## src/rtl/cmd_serializer_if.sv

```systemverilog
// Command input port of cmd_serializer: valid/ready handshake carrying one command word.
//   valid   : producer presents data_in
//   ready   : serializer FIFO can accept a word this cycle
//   data_in : LENGTH-bit command word
interface cmd_serializer_if #(
    parameter int unsigned LENGTH = 32
);
    logic              valid;
    logic              ready;
    logic [LENGTH-1:0] data_in;

    modport master (output valid, output data_in, input ready);
    modport slave  (input valid, input data_in, output ready);
endinterface

```

## src/rtl/cmd_serializer.sv

```systemverilog
// Buffered serial command transmitter. Words accepted on a valid/ready port are queued in
// a DEPTH-entry FIFO and sent as framed bursts over LINES lines:
// start (all ones), BPL data cycles MSB first, optional even-parity cycle, GAP low cycles.
//   clk   : rising-edge clock
//   rst   : synchronous active-low reset
//   bus   : command port (valid, ready, data_in), slave side
//   d     : serial lines, registered
//   busy  : frame in progress or words queued
//   level : FIFO occupancy
module cmd_serializer #(
    parameter int unsigned LENGTH = 32,
    parameter int unsigned LINES  = 1,
    parameter int unsigned DEPTH  = 4,
    parameter int unsigned PARITY = 0,
    parameter int unsigned GAP    = 2
) (
    input  logic                       clk,
    input  logic                       rst,
    cmd_serializer_if.slave            bus,
    output logic [LINES-1:0]           d,
    output logic                       busy,
    output logic [$clog2(DEPTH+1)-1:0] level
);
    localparam int unsigned BPL  = LENGTH / LINES;
    localparam int unsigned LW   = $clog2(DEPTH + 1);
    localparam int unsigned PW   = (DEPTH > 1) ? $clog2(DEPTH) : 1;
    localparam int unsigned CMAX = (BPL > GAP) ? BPL : GAP;
    localparam int unsigned CW   = $clog2(CMAX + 1);

    // Parameter sanity, caught at elaboration
    if ((LENGTH % LINES) != 0) begin : g_bad_lines
        $error("cmd_serializer: LENGTH must be a multiple of LINES");
    end
    if (DEPTH < 1) begin : g_bad_depth
        $error("cmd_serializer: DEPTH must be >= 1");
    end
    if (GAP < 1) begin : g_bad_gap
        $error("cmd_serializer: GAP must be >= 1");
    end

    typedef enum logic [2:0] {
        S_IDLE,
        S_START,
        S_DATA,
        S_PARITY,
        S_GAP
    } state_t;

    state_t            state_q, state_d;
    logic [LENGTH-1:0] shift_q, shift_d;
    logic [CW-1:0]     cnt_q, cnt_d;
    logic [LINES-1:0]  par_q, par_d;
    logic [LINES-1:0]  d_q, d_d;
    logic              busy_q, busy_d;
    logic [LW-1:0]     level_q, level_d;
    logic              ready_q, ready_d;
    logic [PW-1:0]     wr_ptr_q, wr_ptr_d;
    logic [PW-1:0]     rd_ptr_q, rd_ptr_d;
    logic [LENGTH-1:0] mem_q [DEPTH];
    logic [LENGTH-1:0] head;
    logic [LINES-1:0]  top;
    logic              push;
    logic              pop;

    assign head      = mem_q[rd_ptr_q];
    assign top       = shift_q[LENGTH-1 -: LINES];
    assign push      = bus.valid && ready_q;
    assign bus.ready = ready_q;
    assign d         = d_q;
    assign busy      = busy_q;
    assign level     = level_q;

    function automatic logic [PW-1:0] ptr_inc(input logic [PW-1:0] p);
        return (p == PW'(DEPTH - 1)) ? '0 : p + PW'(1);
    endfunction

    // FIFO pointers, occupancy and registered ready
    always_comb begin
        wr_ptr_d = wr_ptr_q;
        rd_ptr_d = rd_ptr_q;
        if (push) begin
            wr_ptr_d = ptr_inc(wr_ptr_q);
        end
        if (pop) begin
            rd_ptr_d = ptr_inc(rd_ptr_q);
        end
        level_d = level_q + LW'(push) - LW'(pop);
        ready_d = (level_d != LW'(DEPTH));
    end

    // Frame sequencer; d_d is the line value for the cycle entered on the next edge.
    // The final GAP cycle pops directly into START so back-to-back frames have no idle cycle.
    always_comb begin
        state_d = state_q;
        shift_d = shift_q;
        cnt_d   = cnt_q;
        par_d   = par_q;
        d_d     = '0;
        pop     = 1'b0;
        unique case (state_q)
            S_IDLE: begin
                if (level_q != '0) begin
                    pop     = 1'b1;
                    shift_d = head;
                    d_d     = '1;
                    state_d = S_START;
                end
            end
            S_START: begin
                d_d     = top;
                par_d   = top;
                shift_d = shift_q << LINES;
                cnt_d   = '0;
                state_d = S_DATA;
            end
            S_DATA: begin
                if (cnt_q == CW'(BPL - 1)) begin
                    cnt_d = '0;
                    if (PARITY != 0) begin
                        d_d     = par_q;
                        state_d = S_PARITY;
                    end else begin
                        state_d = S_GAP;
                    end
                end else begin
                    d_d     = top;
                    par_d   = par_q ^ top;
                    shift_d = shift_q << LINES;
                    cnt_d   = cnt_q + CW'(1);
                end
            end
            S_PARITY: begin
                cnt_d   = '0;
                state_d = S_GAP;
            end
            S_GAP: begin
                if (cnt_q == CW'(GAP - 1)) begin
                    cnt_d = '0;
                    if (level_q != '0) begin
                        pop     = 1'b1;
                        shift_d = head;
                        d_d     = '1;
                        state_d = S_START;
                    end else begin
                        state_d = S_IDLE;
                    end
                end else begin
                    cnt_d = cnt_q + CW'(1);
                end
            end
            default: begin
                state_d = S_IDLE;
            end
        endcase
    end

    // Busy covers the frame being sent and anything still queued
    always_comb begin
        busy_d = (state_d != S_IDLE) || (level_d != '0);
    end

    // Control state registers
    always_ff @(posedge clk) begin
        if (!rst) begin
            state_q  <= S_IDLE;
            shift_q  <= '0;
            cnt_q    <= '0;
            par_q    <= '0;
            d_q      <= '0;
            busy_q   <= 1'b0;
            level_q  <= '0;
            ready_q  <= 1'b0;
            wr_ptr_q <= '0;
            rd_ptr_q <= '0;
        end else begin
            state_q  <= state_d;
            shift_q  <= shift_d;
            cnt_q    <= cnt_d;
            par_q    <= par_d;
            d_q      <= d_d;
            busy_q   <= busy_d;
            level_q  <= level_d;
            ready_q  <= ready_d;
            wr_ptr_q <= wr_ptr_d;
            rd_ptr_q <= rd_ptr_d;
        end
    end

    // FIFO storage, no reset needed: pointers define validity
    always_ff @(posedge clk) begin
        if (rst && push) begin
            mem_q[wr_ptr_q] <= bus.data_in;
        end
    end
endmodule

```

## src/flat_wrapper.sv

```systemverilog
// flat-port wrapper written by rule: the top's interface ports become plain ports
module cmd_serializer_flat 
#(
    parameter int unsigned LENGTH = 32,
    parameter int unsigned LINES  = 1,
    parameter int unsigned DEPTH  = 4,
    parameter int unsigned PARITY = 0,
    parameter int unsigned GAP    = 2
)
  (clk, rst, d, busy, level, bus_valid, bus_data_in, bus_ready);
  cmd_serializer_if #(.LENGTH(LENGTH)) bus_i ();
  input  logic clk;
  input  logic rst;
  output logic [LINES-1:0] d;
  output logic busy;
  output logic [$clog2(DEPTH+1)-1:0] level;
  input wire logic [$bits(bus_i.valid)-1:0] bus_valid;
  input wire logic [$bits(bus_i.data_in)-1:0] bus_data_in;
  output wire logic [$bits(bus_i.ready)-1:0] bus_ready;
  assign bus_i.valid = bus_valid;
  assign bus_i.data_in = bus_data_in;
  assign bus_ready = bus_i.ready;
  cmd_serializer #(.LENGTH(LENGTH), .LINES(LINES), .DEPTH(DEPTH), .PARITY(PARITY), .GAP(GAP)) u_core (.clk(clk), .rst(rst), .bus(bus_i), .d(d), .busy(busy), .level(level));
endmodule
```

## config.mk

```make
export PLATFORM = sky130hd
export DESIGN_NAME = cmd_serializer_flat
export DESIGN_NICKNAME = d
export VERILOG_FILES = /design/src/rtl/cmd_serializer_if.sv /design/src/rtl/cmd_serializer.sv /design/src/flat_wrapper.sv
export SDC_FILE = /design/constraint.sdc
export NUM_CORES = 1
export LEC_CHECK = 0
export BUFFER_PORTS_ARGS = -buffer_cell sky130_fd_sc_hd__buf_2
export CAP_MARGIN = 5
export CORE_UTILIZATION = 44
export CTS_CLUSTER_SIZE = 20
export DETAILED_ROUTE_END_ITERATION = 7
export GPL_TIMING_DRIVEN = 0
export HOLD_SLACK_MARGIN = 0.03
export PLACE_DENSITY_LB_ADDON = 0.15
export SYNTH_ARGS = -nofsm -noshare
export SYNTH_HDL_FRONTEND = slang
export SYNTH_SLANG_ARGS = --single-unit
```

## constraint.sdc

```tcl
create_clock -name clk -period 2.8 [get_ports clk]
set_clock_uncertainty 0.1 [all_clocks]
set_input_delay 0.14 -clock clk [delete_from_list [all_inputs] [get_ports clk]]
set_output_delay 0.14 -clock clk [all_outputs]
set_load 0.01 [all_outputs]
```

# After elaboration in Yosys (flattened, before gate mapping)
# Memories as Yosys holds them, arrays and structs flattened. A register that Yosys moved wholly into a read port is not among the register bits.
# Cells that the tools add are included.
[word_totals]
ramBits = 128
word_cells = 60
n_memories = 1
ff_bits = 51
out_inout_bits = 6
in_bits = 35
[classes]
mux = 23
n_eq_ne = 11
reduce_logical = 11
n_addsub = 5
[mem_list]
columns = ["memory", "words", "width", "read_ports", "rd_ports_with_merged_regs", "write_ports", "line_no", "source"]
rows = [
  ["u_core.mem_q", 4, 32, 1, 1, 1, "cmd_serializer.sv:59", "logic [LENGTH-1:0] mem_q [DEPTH];"],
]
[ops]
columns = ["operator", "count"]
rows = [
  ["case mux 32 bit (4 select lines)", 1],
  ["2-to-1 mux 32 bit", 3],
  ["case mux 6 bit (3 select lines)", 1],
  ["case mux 3 bit (5 select lines)", 1],
  ["2-to-1 mux 6 bit", 2],
  ["nonzero test 3 bit", 4],
  ["2-to-1 mux 3 bit", 3],
  ["2-to-1 mux 2 bit", 4],
  ["adder 6 x 1 -> 6 bit, second input constant", 1],
  ["equality test 3 x 2 -> 1 bit, second input constant", 2],
  ["equality test 6 x 1 -> 1 bit, second input constant", 1],
  ["equality test 6 x 5 -> 1 bit, second input constant", 1],
  ["2-to-1 mux 1 bit", 6],
  ["adder 2 x 1 -> 2 bit, second input constant", 2],
  ["equality test 2 bit, second input constant", 2],
  ["case mux 1 bit (4 select lines)", 1],
  ["nonzero test 4 bit", 1],
  ["adder 3 x 1 -> 3 bit", 1],
  ["equality test 3 x 1 -> 1 bit, second input constant", 1],
  ["equality test 3 bit, second input constant", 1],
  ["logical NOT 3 bit", 1],
  ["inequality test 3 bit, second input constant", 1],
  ["AND reduction 3 bit", 1],
  ["subtractor 3 x 1 -> 3 bit", 1],
  ["6 further kinds", 7],
]

# Logic depth before layout (Yosys ltp)
[depth]
word_depth = 7
depth_mapped = 13
ltp_nobuf = 13

# Worst setup path before layout
# No wires, ideal clock.
[synth_timing]
kind = "flip-flop to flip-flop"
start = "register u_core.cnt_q[1]"
end = "register u_core.busy_q (netlist: u_core.busy)"
path_slack_ns = 0.014
stages_incl_launch_ff = 14
setup_time_ns = 0.120
n_path_buf = 0
arrival_ns = 2.567
synth_period_minus_slack_ns = 2.786
required_time_ns = 2.580
path_cell_list = "dfxtp_1 inv_1 ha_1 nor2b_1 a21oi_1 nor2_1 ha_1 inv_1 ha_1 fa_1 xnor2_1 xnor2_1 nand2_1 o31a_1"
[synth_via]
elab_chain_len = 6
word_cells_on_any_way = 11
cone_classes = "add/sub: 1; eq/ne: 2; mux: 5; reduce/logical: 3"
[synth_lines]
columns = ["item", "line_no", "source"]
rows = [
  ["start: declaration", "cmd_serializer.sv:51", "logic [CW-1:0] cnt_q, cnt_d;"],
  ["start signal: assignment", "cmd_serializer.sv:178", "cnt_q <= cnt_d;"],
  ["equality test 6 x 1 -> 1 bit", "cmd_serializer.sv:137", "if (cnt_q == CW'(GAP - 1)) begin"],
  ["2-to-1 mux 1 bit", "cmd_serializer.sv:137", ""],
  ["case mux 1 bit (2 select lines)", "cmd_serializer.sv:100", "unique case (state_q)"],
  ["net u_core.pop", "cmd_serializer.sv:63", "logic pop;"],
  ["subtractor 3 x 1 -> 3 bit", "cmd_serializer.sv:87", "level_d = level_q + LW'(push) - LW'(pop);"],
  ["nonzero test 3 bit", "cmd_serializer.sv:159", "busy_d = (state_d != S_IDLE) || (level_d != '0);"],
  ["logical OR 1 bit", "cmd_serializer.sv:159", ""],
  ["end signal: assignment", "cmd_serializer.sv:181", "busy_q <= busy_d;"],
  ["end: declaration", "cmd_serializer.sv:54", "logic busy_q, busy_d;"],
]
# The timed path passes the listed nets, and every way through them passes these cells.
# A chain may end at the register's enable or synchronous reset.

# Worst setup path in the final report
# Same ends and word-level chain as after synthesis.

==> flow_metrics.tcl <==
set metrics [dict create \
    status "finished, violations left" \
    violations "design-rule violations" \
    max_slew.worst_pin.slew_ps 721 \
    drcViolationCount 1 \
    crit_required_ps 3020 \
    peakVddDrop_mv 0.543 \
    synthesis.nets 552 \
    cp.arrival_ps 2920 \
    fin_crit_ps 2700 \
    synthArstFlopShare 0 \
    htreeDepth 4 \
    syn_area_per_cell_um2 15.2 \
    ys_seq_elements 181 \
    clkTransAtPathRegs_ps 70 \
    dpl_cell_area_mm2 0.00827 \
    cts_buffers 17 \
    hold_viol 0 \
    insertion_delay_ps 430 \
    synth_top_area_cell "edfxtp_1" \
    powerDensity_mw_per_mm2 948 \
    first_global_vias 4586 \
    synth_warnings 0 \
    slew_headroom 0.519 \
    rsz0062_at_grt "no" \
    synth_area_leaders "edfxtp_1, dfxtp_1, mux4_2" \
    die_h_um 134 \
    syn_area_mm2 0.00771 \
    clock_sinks 181 \
    grt_start_max_net_pins 26 \
    multi_input_area_mm2 0.00267 \
    cts_tree "built" \
    cts-root-buf "clkbuf_16" \
    fin_ws_ps 98.0 \
    antenna_left 0 \
    cp-end-kind "flip-flop" \
    io_pins 41 \
    initial_core_util 0.449 \
    mostFrequentLayoutCells "edfxtp_1, buf_2, dfxtp_1" \
    nets 653 \
    antenna_found_initial 0 \
    fp.dieArea_mm2 0.0181 \
    final_max_slew_viol_count 0 \
    via_per_inst 5.32 \
    wl_per_cell_um 17.6 \
    drtIter0Drc 270 \
    cp-start-kind "flip-flop" \
    pre_cts_slack_ps -424 \
    fillers 1403 \
    synth_edf_count 128 \
    cap_violations 0 \
    setup_viol 0 \
    gp_congestion 0.839 \
    drt-total-wl_um 14900 \
    max_freq_mhz 370 \
    synth_flop_cell "edfxtp_1" \
    leakage_nw 3.24 \
    track_usage 0.178 \
    fin_crit_sh 0.965 \
    grt.overflow.total 0 \
    syn-instance-count 507 \
    area_growth_pct 20.5 \
    final_cell_area_mm2 0.00929 \
    yosys.cell_types.count 47 \
    seq_area_frac_synth 0.636 \
    rows 48 \
    path_class "flip-flop to flip-flop" \
    firstDrtPassIters 6 \
    synth_top_cell_area_share 0.498 \
    area.sequential_mm2 0.00491 \
    clockBufferDepth 2 \
    n_antenna_cell 0 \
    path_max_fanout 2 \
    port-buffer-count 39 \
    min_path_type "primary input to flip-flop" \
    num_vias 4498 \
    die_w_um 134 \
    dpl.hpwl_um 9550 \
    grt_first_pass_wirelength_um 23900 \
    drive_gt1_frac 0.345 \
    final_common_cell "edfxtp_1" \
    core_mm2 0.0172 \
]
synth_stat cells (all sizes together), types with 2 or more instances:
library cell,instances
nand2b,2
a21oi,11
xor2,2
ha,9
inv,9
dfxtp,53
nor4,2
o21ai,5
xnor2,6
mux4,32
a21boi,2
nor2,15
o21a,3
nand2,38
edfxtp,128
and3,6
or2,31
or3,33
clkbuf,14
and2,4
mux2i,32
nand3,2
buf,16
o211ai,33
nor3,7
area by class of cell:
class                      instances  share of cell area
multi-input combinational        286               0.287
timing repair buffer              83              0.0708
clock inverter                    14              0.0163
clock buffer                      18              0.0473
inverter                          10             0.00404
sequential                       181               0.528
tap                              225              0.0303
buffer                            29              0.0162
critical path, cell delays in order (launching register included):
cell     delay [ps]
dfxtp_2         330
inv_1            40
ha_2            160
nor2b_2         160
a21oi_2         170
nor2_2           70
ha_1            270
inv_1            40
ha_2            160
fa_2            370
xnor2_2         180
xnor2_2         140
nand2_1         120
o31a_1          270
flip-flops by register name, indices dropped and copies added (netlist names), named ones only:
signal	flops
u_core.busy	1
u_core.shift_q	32
u_core.wr_ptr_q	2
u_core.bus.ready	1
u_core.cnt_q	6
u_core.rd_ptr_q	2
u_core.d	1
u_core.state_q	3
u_core.level	3
u_core.mem_q	128
worst paths after layout:
| path | slack (ps) | to | startpoint | depth (start not counted) |
|---|---|---|---|---|
| setup / recovery | 100 | u_core.busy | u_core.cnt_q[1] | 13 |
| hold / removal | 40 | u_core.busy | rst | 2 |
| setup reg to reg | 100 | u_core.busy | u_core.cnt_q[1] | 13 |
| hold reg to reg | 370 | u_core.shift_q[0] | u_core.shift_q[0] | 2 |
per-layer routing:
layer	up-vias	routed length [um]	GRT usage
li1	2137	-	-
met1	2269	6680	0.225
met2	74	7450	0.298
met3	18	512	0.0333
met4	0	238	0.0762
met5	-	0	0
logic make-up after synthesis:
group | Yosys count | share of synthesized area
adders and majority gates | 10 | 0.0172
DFF | 181 | 0.636
muxes | 64 | 0.135
buffers and inverters | 40 | 0.0248
and+or+nand+nor | 145 | 0.104
xor gates and xnor gates | 8 | 0.00909
AOI/OAI and AO/OA | 59 | 0.0745
metrics by stage:
step | instances | total power, mW | setup TNS [ps] | hold WS [ps] | utilization
finish | 846 | 8.81 | 0 | 42.6 | 0.541
global route | 846 | 9.29 | 0 | 91.1 | 0.541
CTS | 842 | 8.85 | 0 | 31.2 | 0.539
floorplan | 507 | 5.63 | 0 | 139 | -
global placement | 771 | 6.22 | -10170 | 249 | 0.477
detailed placement | 775 | 6.32 | -585 | 257 | 0.482
power by group:
| part | internal, mW | leakage, nW | switching [mW] |
|---|---|---|---|
| sequential | 3.18 | 1.59 | 0.150 |
| combinational | 1.45 | 1.36 | 1.66 |
| clock | 1.35 | 0.287 | 1.03 |
| total | 5.97 | 3.24 | 2.84 |
what timing repair did:
| item | 4_1_cts | 5_1_grt |
|---|---|---|
| pin swaps | 7 | 6 |
| hold buffers | 33 | 0 |
| hold endpoints to repair | 130 | 0 |
| setup endpoints to repair | 3 | 1 |
| resized for setup | 13 | 0 |
| setup buffers | 3 | 4 |
Power figures use the tool's default switching activity.
